==> src/rtl/washing_machine_if.sv <==
// Bundles the coin acceptor / front panel / sensor inputs and the actuator
// outputs of the washing-machine controller.
// master: the environment (panel, sensors, actuator drivers).
// slave: the controller.
interface washing_machine_if;
  logic [1:0] coin;
  logic       door_close;
  logic       start;
  logic       filled;
  logic       detergent_added;
  logic       cycle_timeout;
  logic       drained;
  logic       spin_timeout;
  logic       door_lock;
  logic       motor_on;
  logic       fill_value_on;
  logic       drain_value_on;
  logic       done;
  logic       soap_wash;
  logic       water_wash;
  logic [1:0] change;

  modport master (
    output coin, door_close, start, filled, detergent_added,
           cycle_timeout, drained, spin_timeout,
    input  door_lock, motor_on, fill_value_on, drain_value_on,
           done, soap_wash, water_wash, change
  );

  modport slave (
    input  coin, door_close, start, filled, detergent_added,
           cycle_timeout, drained, spin_timeout,
    output door_lock, motor_on, fill_value_on, drain_value_on,
           done, soap_wash, water_wash, change
  );
endinterface

==> src/rtl/washing_machine.sv <==
// Coin-operated washing-machine controller.
// Price is 2 units; a 3-unit coin returns one unit of change as a one-cycle
// pulse during the first FILL cycle. Program: FILL, DETERGENT, CYCLE, DRAIN,
// SPIN, DONE, with all timing supplied by external sensors/timers.
// Optional feature macro: RINSE_PASS_EN -- adds one rinse pass
// (FILL, CYCLE, DRAIN without detergent) after the soap pass drain.
module washing_machine (
  input  logic                clk,
  input  logic                reset,
  washing_machine_if.slave    bus
);

  typedef enum logic [2:0] {
    IDLE,
    FILL,
    DETERGENT,
    CYCLE,
    DRAIN,
    SPIN,
    DONE
  } state_t;

  state_t     state;
  state_t     next_state;
  logic       soap_wash_q;
  logic       water_wash_q;
  logic [1:0] change_q;
  logic       soap_set;
  logic       water_set;
  logic       flags_clr;
  logic [1:0] change_next;

  // Next-state logic plus the one-shot controls for the flags and change pulse.
  always_comb begin
    next_state  = state;
    soap_set    = 1'b0;
    water_set   = 1'b0;
    flags_clr   = 1'b0;
    change_next = '0;
    case (state)
      IDLE: begin
        if (bus.start && bus.door_close && (bus.coin >= 2'd2)) begin
          next_state = FILL;
          if (bus.coin == 2'b11) begin
            change_next = 2'b01;
          end
        end
      end
      FILL: begin
        // The soap flag tells the first fill apart from the rinse fill.
        if (bus.filled) begin
          next_state = soap_wash_q ? CYCLE : DETERGENT;
        end
      end
      DETERGENT: begin
        if (bus.detergent_added) begin
          next_state = CYCLE;
          soap_set   = 1'b1;
        end
      end
      CYCLE: begin
        if (bus.cycle_timeout) begin
          next_state = DRAIN;
        end
      end
      DRAIN: begin
        if (bus.drained) begin
`ifdef RINSE_PASS_EN
          if (!water_wash_q) begin
            next_state = FILL;
            water_set  = 1'b1;
          end else begin
            next_state = SPIN;
          end
`else
          next_state = SPIN;
`endif
        end
      end
      SPIN: begin
        if (bus.spin_timeout) begin
          next_state = DONE;
        end
      end
      DONE: begin
        if (!bus.door_close) begin
          next_state = IDLE;
          flags_clr  = 1'b1;
        end
      end
      default: begin
        next_state = IDLE;
      end
    endcase
  end

  // State register, pass flags and change pulse; reset aborts any program.
  always_ff @(posedge clk or negedge reset) begin
    if (!reset) begin
      state        <= IDLE;
      soap_wash_q  <= 1'b0;
      water_wash_q <= 1'b0;
      change_q     <= '0;
    end else begin
      state    <= next_state;
      change_q <= change_next;
      if (flags_clr) begin
        soap_wash_q  <= 1'b0;
        water_wash_q <= 1'b0;
      end else begin
        if (soap_set) begin
          soap_wash_q <= 1'b1;
        end
        if (water_set) begin
          water_wash_q <= 1'b1;
        end
      end
    end
  end

  // Moore actuator decode of the state register.
  always_comb begin
    bus.door_lock      = 1'b0;
    bus.motor_on       = 1'b0;
    bus.fill_value_on  = 1'b0;
    bus.drain_value_on = 1'b0;
    bus.done           = 1'b0;
    case (state)
      FILL: begin
        bus.door_lock     = 1'b1;
        bus.fill_value_on = 1'b1;
      end
      DETERGENT: begin
        bus.door_lock = 1'b1;
      end
      CYCLE: begin
        bus.door_lock = 1'b1;
        bus.motor_on  = 1'b1;
      end
      DRAIN: begin
        bus.door_lock      = 1'b1;
        bus.drain_value_on = 1'b1;
      end
      SPIN: begin
        bus.door_lock      = 1'b1;
        bus.motor_on       = 1'b1;
        bus.drain_value_on = 1'b1;
      end
      DONE: begin
        bus.done = 1'b1;
      end
      default: begin
        bus.door_lock = 1'b0;
      end
    endcase
  end

  // Registered flags and change pulse drive their outputs directly.
  always_comb begin
    bus.soap_wash  = soap_wash_q;
    bus.water_wash = water_wash_q;
    bus.change     = change_q;
  end

endmodule

==> src/flat_wrapper.sv <==
// flat-port wrapper written by rule: the top's interface ports become plain ports
module washing_machine_flat 
  (clk, reset, bus_coin, bus_door_close, bus_start, bus_filled, bus_detergent_added, bus_cycle_timeout, bus_drained, bus_spin_timeout, bus_door_lock, bus_motor_on, bus_fill_value_on, bus_drain_value_on, bus_done, bus_soap_wash, bus_water_wash, bus_change);
  washing_machine_if bus_i ();
  input  logic clk;
  input  logic reset;
  input wire logic [$bits(bus_i.coin)-1:0] bus_coin;
  input wire logic [$bits(bus_i.door_close)-1:0] bus_door_close;
  input wire logic [$bits(bus_i.start)-1:0] bus_start;
  input wire logic [$bits(bus_i.filled)-1:0] bus_filled;
  input wire logic [$bits(bus_i.detergent_added)-1:0] bus_detergent_added;
  input wire logic [$bits(bus_i.cycle_timeout)-1:0] bus_cycle_timeout;
  input wire logic [$bits(bus_i.drained)-1:0] bus_drained;
  input wire logic [$bits(bus_i.spin_timeout)-1:0] bus_spin_timeout;
  output wire logic [$bits(bus_i.door_lock)-1:0] bus_door_lock;
  output wire logic [$bits(bus_i.motor_on)-1:0] bus_motor_on;
  output wire logic [$bits(bus_i.fill_value_on)-1:0] bus_fill_value_on;
  output wire logic [$bits(bus_i.drain_value_on)-1:0] bus_drain_value_on;
  output wire logic [$bits(bus_i.done)-1:0] bus_done;
  output wire logic [$bits(bus_i.soap_wash)-1:0] bus_soap_wash;
  output wire logic [$bits(bus_i.water_wash)-1:0] bus_water_wash;
  output wire logic [$bits(bus_i.change)-1:0] bus_change;
  assign bus_i.coin = bus_coin;
  assign bus_i.door_close = bus_door_close;
  assign bus_i.start = bus_start;
  assign bus_i.filled = bus_filled;
  assign bus_i.detergent_added = bus_detergent_added;
  assign bus_i.cycle_timeout = bus_cycle_timeout;
  assign bus_i.drained = bus_drained;
  assign bus_i.spin_timeout = bus_spin_timeout;
  assign bus_door_lock = bus_i.door_lock;
  assign bus_motor_on = bus_i.motor_on;
  assign bus_fill_value_on = bus_i.fill_value_on;
  assign bus_drain_value_on = bus_i.drain_value_on;
  assign bus_done = bus_i.done;
  assign bus_soap_wash = bus_i.soap_wash;
  assign bus_water_wash = bus_i.water_wash;
  assign bus_change = bus_i.change;
  washing_machine u_core (.clk(clk), .reset(reset), .bus(bus_i));
endmodule
==> config.mk <==
export PLATFORM = sky130hd
export DESIGN_NAME = washing_machine_flat
export DESIGN_NICKNAME = d
export VERILOG_FILES = /design/src/rtl/washing_machine_if.sv /design/src/rtl/washing_machine.sv /design/src/flat_wrapper.sv
export SDC_FILE = /design/constraint.sdc
export NUM_CORES = 1
export LEC_CHECK = 0
export CAP_MARGIN = 10
export CORE_AREA = 2 2 39 41
export DETAILED_ROUTE_END_ITERATION = 10
export DIE_AREA = 0 0 41 43
export HOLD_SLACK_MARGIN = 0.05
export SLEW_MARGIN = 30
export SYNTH_ARGS = -nofsm -noshare
export SYNTH_HDL_FRONTEND = slang
export SYNTH_SLANG_ARGS = --single-unit
==> constraint.sdc <==
create_clock -name clk -period 1.3 [get_ports clk]
set_input_delay 0.26 -clock clk [delete_from_list [all_inputs] [get_ports clk]]
set_output_delay 0.26 -clock clk [all_outputs]
set_load 0.1 [all_outputs]
**Word level (Yosys, flattened, before mapping)**

Index checks and enable logic that the tools add are counted.

- Word-level logic and storage cells: 49
- Flip-flop bits (word level): 6
- Bits of input ports: 11

- Reductions and logical operators: 8
- Order comparisons: 1
- Equal/unequal tests: 14
- Mux-type cells: 23

Operators by type and width:

| cell | number |
|---|---|
| 3-bit two-way mux | 7 |
| 3-bit case mux with 7 select lines | 1 |
| 1-bit two-way mux | 13 |
| 2-bit != test (second input constant) | 6 |
| 3-bit == test (second input constant) | 3 |
| 7-bit AND reduction | 1 |
| 3-bit by 2-bit == test with 1-bit output (second input constant) | 2 |
| 5-bit OR reduction | 1 |
| 2-bit two-way mux | 2 |
| 2-bit OR reduction | 2 |
| 3-bit by 1-bit == test with 1-bit output (second input constant) | 1 |
| 3-bit zero test | 1 |
| 2-bit == test (second input constant) | 1 |
| 2-bit >= comparator (second input constant) | 1 |
| 1-bit logical AND | 2 |
| 2-bit by 1-bit != test with 1-bit output (second input constant) | 1 |
| 2-bit nonzero test | 1 |

**Logic depth before layout (Yosys ltp)**

- Depth after elaboration: 4
- Mapped depth: 5
- Mapped depth without buffers: 3

**Worst setup path after synthesis**

Ideal clock, no wire load.

- Path kind: reg2out
- From: reg u_core.state[1]
- To: out bus_fill_value_on
- Cell stages (with the launch flop): 4
- Data required time: 1.040 ns
- Buffers on the path: 2
- Slack: -1.714 ns
- Arrival time: 2.754 ns
- Cell sequence: dfrtp_1 clkbuf_1 buf_2 nor3_1

- Longest elaborated chain between the ends: 2

Ends and longest elaborated chain:

| element | line | text |
|---|---|---|
| from (decl) | washing_machine.sv:23 | `state_t state;` |
| from (signal assigned) | washing_machine.sv:105 | `state <= next_state;` |
| 3-bit by 1-bit == test with 1-bit output | washing_machine.sv:128 | `case (state)` |
| 1-bit two-way mux | washing_machine.sv:128 |  |
| to (decl) | flat_wrapper.sv:17 | `output wire logic [$bits(bus_i.fill_value_on)-1:0] bus_fill_value_on;` |

Every way passes these cells.

**Worst setup path after layout**

- From: reg u_core.state[1]
- To: out bus_drain_value_on

- Longest elaborated chain between the ends: 3
- Elaborated cells between the ends (all ways): 4

Ends and longest elaborated chain:

| element | line | text |
|---|---|---|
| 3-bit == test | washing_machine.sv:128 |  |
| 2-bit OR reduction (no line) * | -- |  |
| 1-bit two-way mux * | washing_machine.sv:128 |  |
| to (decl) | flat_wrapper.sv:18 | `output wire logic [$bits(bus_i.drain_value_on)-1:0] bus_drain_value_on;` |

Every way passes the cells marked *; elsewhere a longest branch is shown, timed or not.

==> run summary <==
Port Buffer Count -> 17
Avg WL per Cell -> 11.5 um
drt drc -> 0
Top Ports -> 20
H-tree depth -> 1
post-synthesis cell count -> 45
most frequent CP cell -> buf_6
most frequent cells in the layout -> buf_4 (14), clkdlybuf4s50_1 (10), buf_12 (7)
Arr. time, crit path -> 1250 ps
worst path required time -> 1040 ps
final core occ -> 60.3%
share of cells above drive strength 1 -> 53.8%
WL final -> 1080 um
Fin. Hold Viols -> 0
P&R area growth vs syn -> 125%
initial core utilization -> 26.9%
CTS Sinks -> 5
GRT Residual Overflow -> 0
first-pass GRT wire length -> 1720 um
Max Cap Viol -> 0
worst-path cell chain -> buf_6, buf_6, nor2b_4, buf_12
commonest non-fill, non-tap cell in the layout -> buf_4
CTS max path bufs -> 2
all-layer global routing usage -> 14.5%
via/cell ratio -> 4.66
Die X-Extent -> 41 um
Fmax achieved -> 661 MHz
worst-path fanout max -> 6
final setup violating endpoints -> 6
DR iter-0 viols -> 4
drt first pass iters -> 4
Period minus WS final -> 1510 ps
core region area -> 0.00138 mm2
via count -> 438
Placed Area -> 749 um2
crit path capture type -> output port
Worst Setup Start Kind -> register
Worst-path clk slew -> 50 ps
die area -> 0.00176 mm2
Placement Setup Slack -> -203 ps
Syn Area/Cell -> 8.26 um2
final setup margin -> -214 ps
outcome -> finished with violations
unique cell type count in the Yosys netlist -> 25
Fillers -> 113
Worst-Skew Late Latency -> 260 ps
ANT nets after route -> 0
Slew Viols, Final -> 0
Vert. Die Dim -> 43 um
clock root cell -> clkbuf_4
final instance area -> 835 um2
GPL Wtd Cong -> 0.852
mapped cell area -> 372 um2
Worst Hold Class -> in -> async
CTS buffer count -> 3
largest net degree at the start of global routing -> 12
Total Nets Final -> 90
n_diodes -> 0
#FFs+latches synth -> 5
CTS tree -> yes
initial antenna violation count -> 0
RSZ-0062 raised after global routing -> yes
Max Clock Skew -> 7.07 ps
crit-path max cell delay -> 460 ps
crit path max-delay cell type -> dfrtp_2
failing checks -> negative setup slack
# rows -> 14
sequential area share after synthesis -> 33.7%
Worst Setup Path Type -> reg -> out
Period Utilization, post-route -> 116%
Synth warnings -> 0
DP Wirelength -> 801 um
vias in the first global route -> 431
## worst paths after layout
| kind | depth (start not counted) | endpoint | slack [ps] | from |
|---|---|---|---|---|
| worst min register to register | 2 | u_core.bus.soap_wash | 620 | u_core.state[2] |
| min in group clk | 3 | u_core.bus.change[0] | 540 | bus_coin[0] |
| worst max-delay path | 4 | bus_drain_value_on | -210 | u_core.state[1] |
| max in group asynchronous | 1 | u_core.state[1] | 860 | reset |
| worst max register to register | 5 | u_core.state[0] | -40 | u_core.state[2] |
| worst min-delay path | 1 | u_core.bus.soap_wash | 220 | reset |
## layer usage
layer | routed length (um) | track usage, %
met5 | 0 | 0
met4 | 23 | 8.00
met3 | 78 | 5.76
met2 | 536 | 21.9
met1 | 446 | 16.6
## cell families (layout without fill, tap and decap cells)
logic type | Yosys count | count (layout) | synth area share, %
flops | 5 | 5 | 33.7
buf+inv | 7 | 39 | 11.4
xor+xnor | 1 | 1 | 2.36
mux | 1 | 1 | 3.03
other cells | 1 | 2 | 1.01
compound gates | 13 | 13 | 23.2
simple gates | 17 | 17 | 25.2
## critical path, delay by kind of cell (launching register included)
family	cells	cell delay (ps)
buffers and inverters	3	420
flip-flops	1	460
AND/OR/NAND/NOR	1	120
## synthesized netlist by cell type, drive strengths merged
library cell,count,area [um2]
o21ai,3,15.0
nor2,4,15.0
mux2,1,11.3
conb,1,3.75
inv,1,3.75
a311o,1,10.0
nor3,3,15.0
buf,4,31.3
a31oi,3,18.8
a21oi,3,15.0
a311oi,1,8.76
clkbuf,2,7.51
dfrtp,5,125
a2111oi,2,18.8
nand2,3,11.3
nor2b,2,12.5
nand2b,3,26.3
nor3b,1,7.51
xnor2,1,8.76
and3,1,6.26
## repair_timing
item                       CTS  global route
pin swaps                    2             0
setup endpoints to repair    6             6
hold buffers                 0             0
setup buffers                1             2
gates resized for setup      9             2
## registers in the layout (all words and copies together) (netlist names)
| name | cells |
|---|---|
| u_core.bus.soap_wash | 1 |
| u_core.state | 3 |
| u_core.bus.change | 1 |
## metrics by stage
step	TNS (ps)	hold slack, ps	instances
after floorplan	-1010	-35.6	46
after global placement	-211	501	87
after detailed placement	-203	505	87
after CTS	-1000	227	92
after global routing	-1220	239	94
final	-963	222	94
## cell type report
type | instances | area (um2) | area share [%]
clock buffers | 4 | 26.3 | 3.15
well taps | 16 | 20.0 | 2.40
flip-flops and latches | 5 | 131 | 15.7
multi-input cells | 34 | 272 | 32.5
repair buffers | 34 | 379 | 45.4
inverters | 1 | 6.26 | 0.750
Power is not shown: default switching activity piles up to over one toggle a cycle in this logic, so the estimate is an artifact.
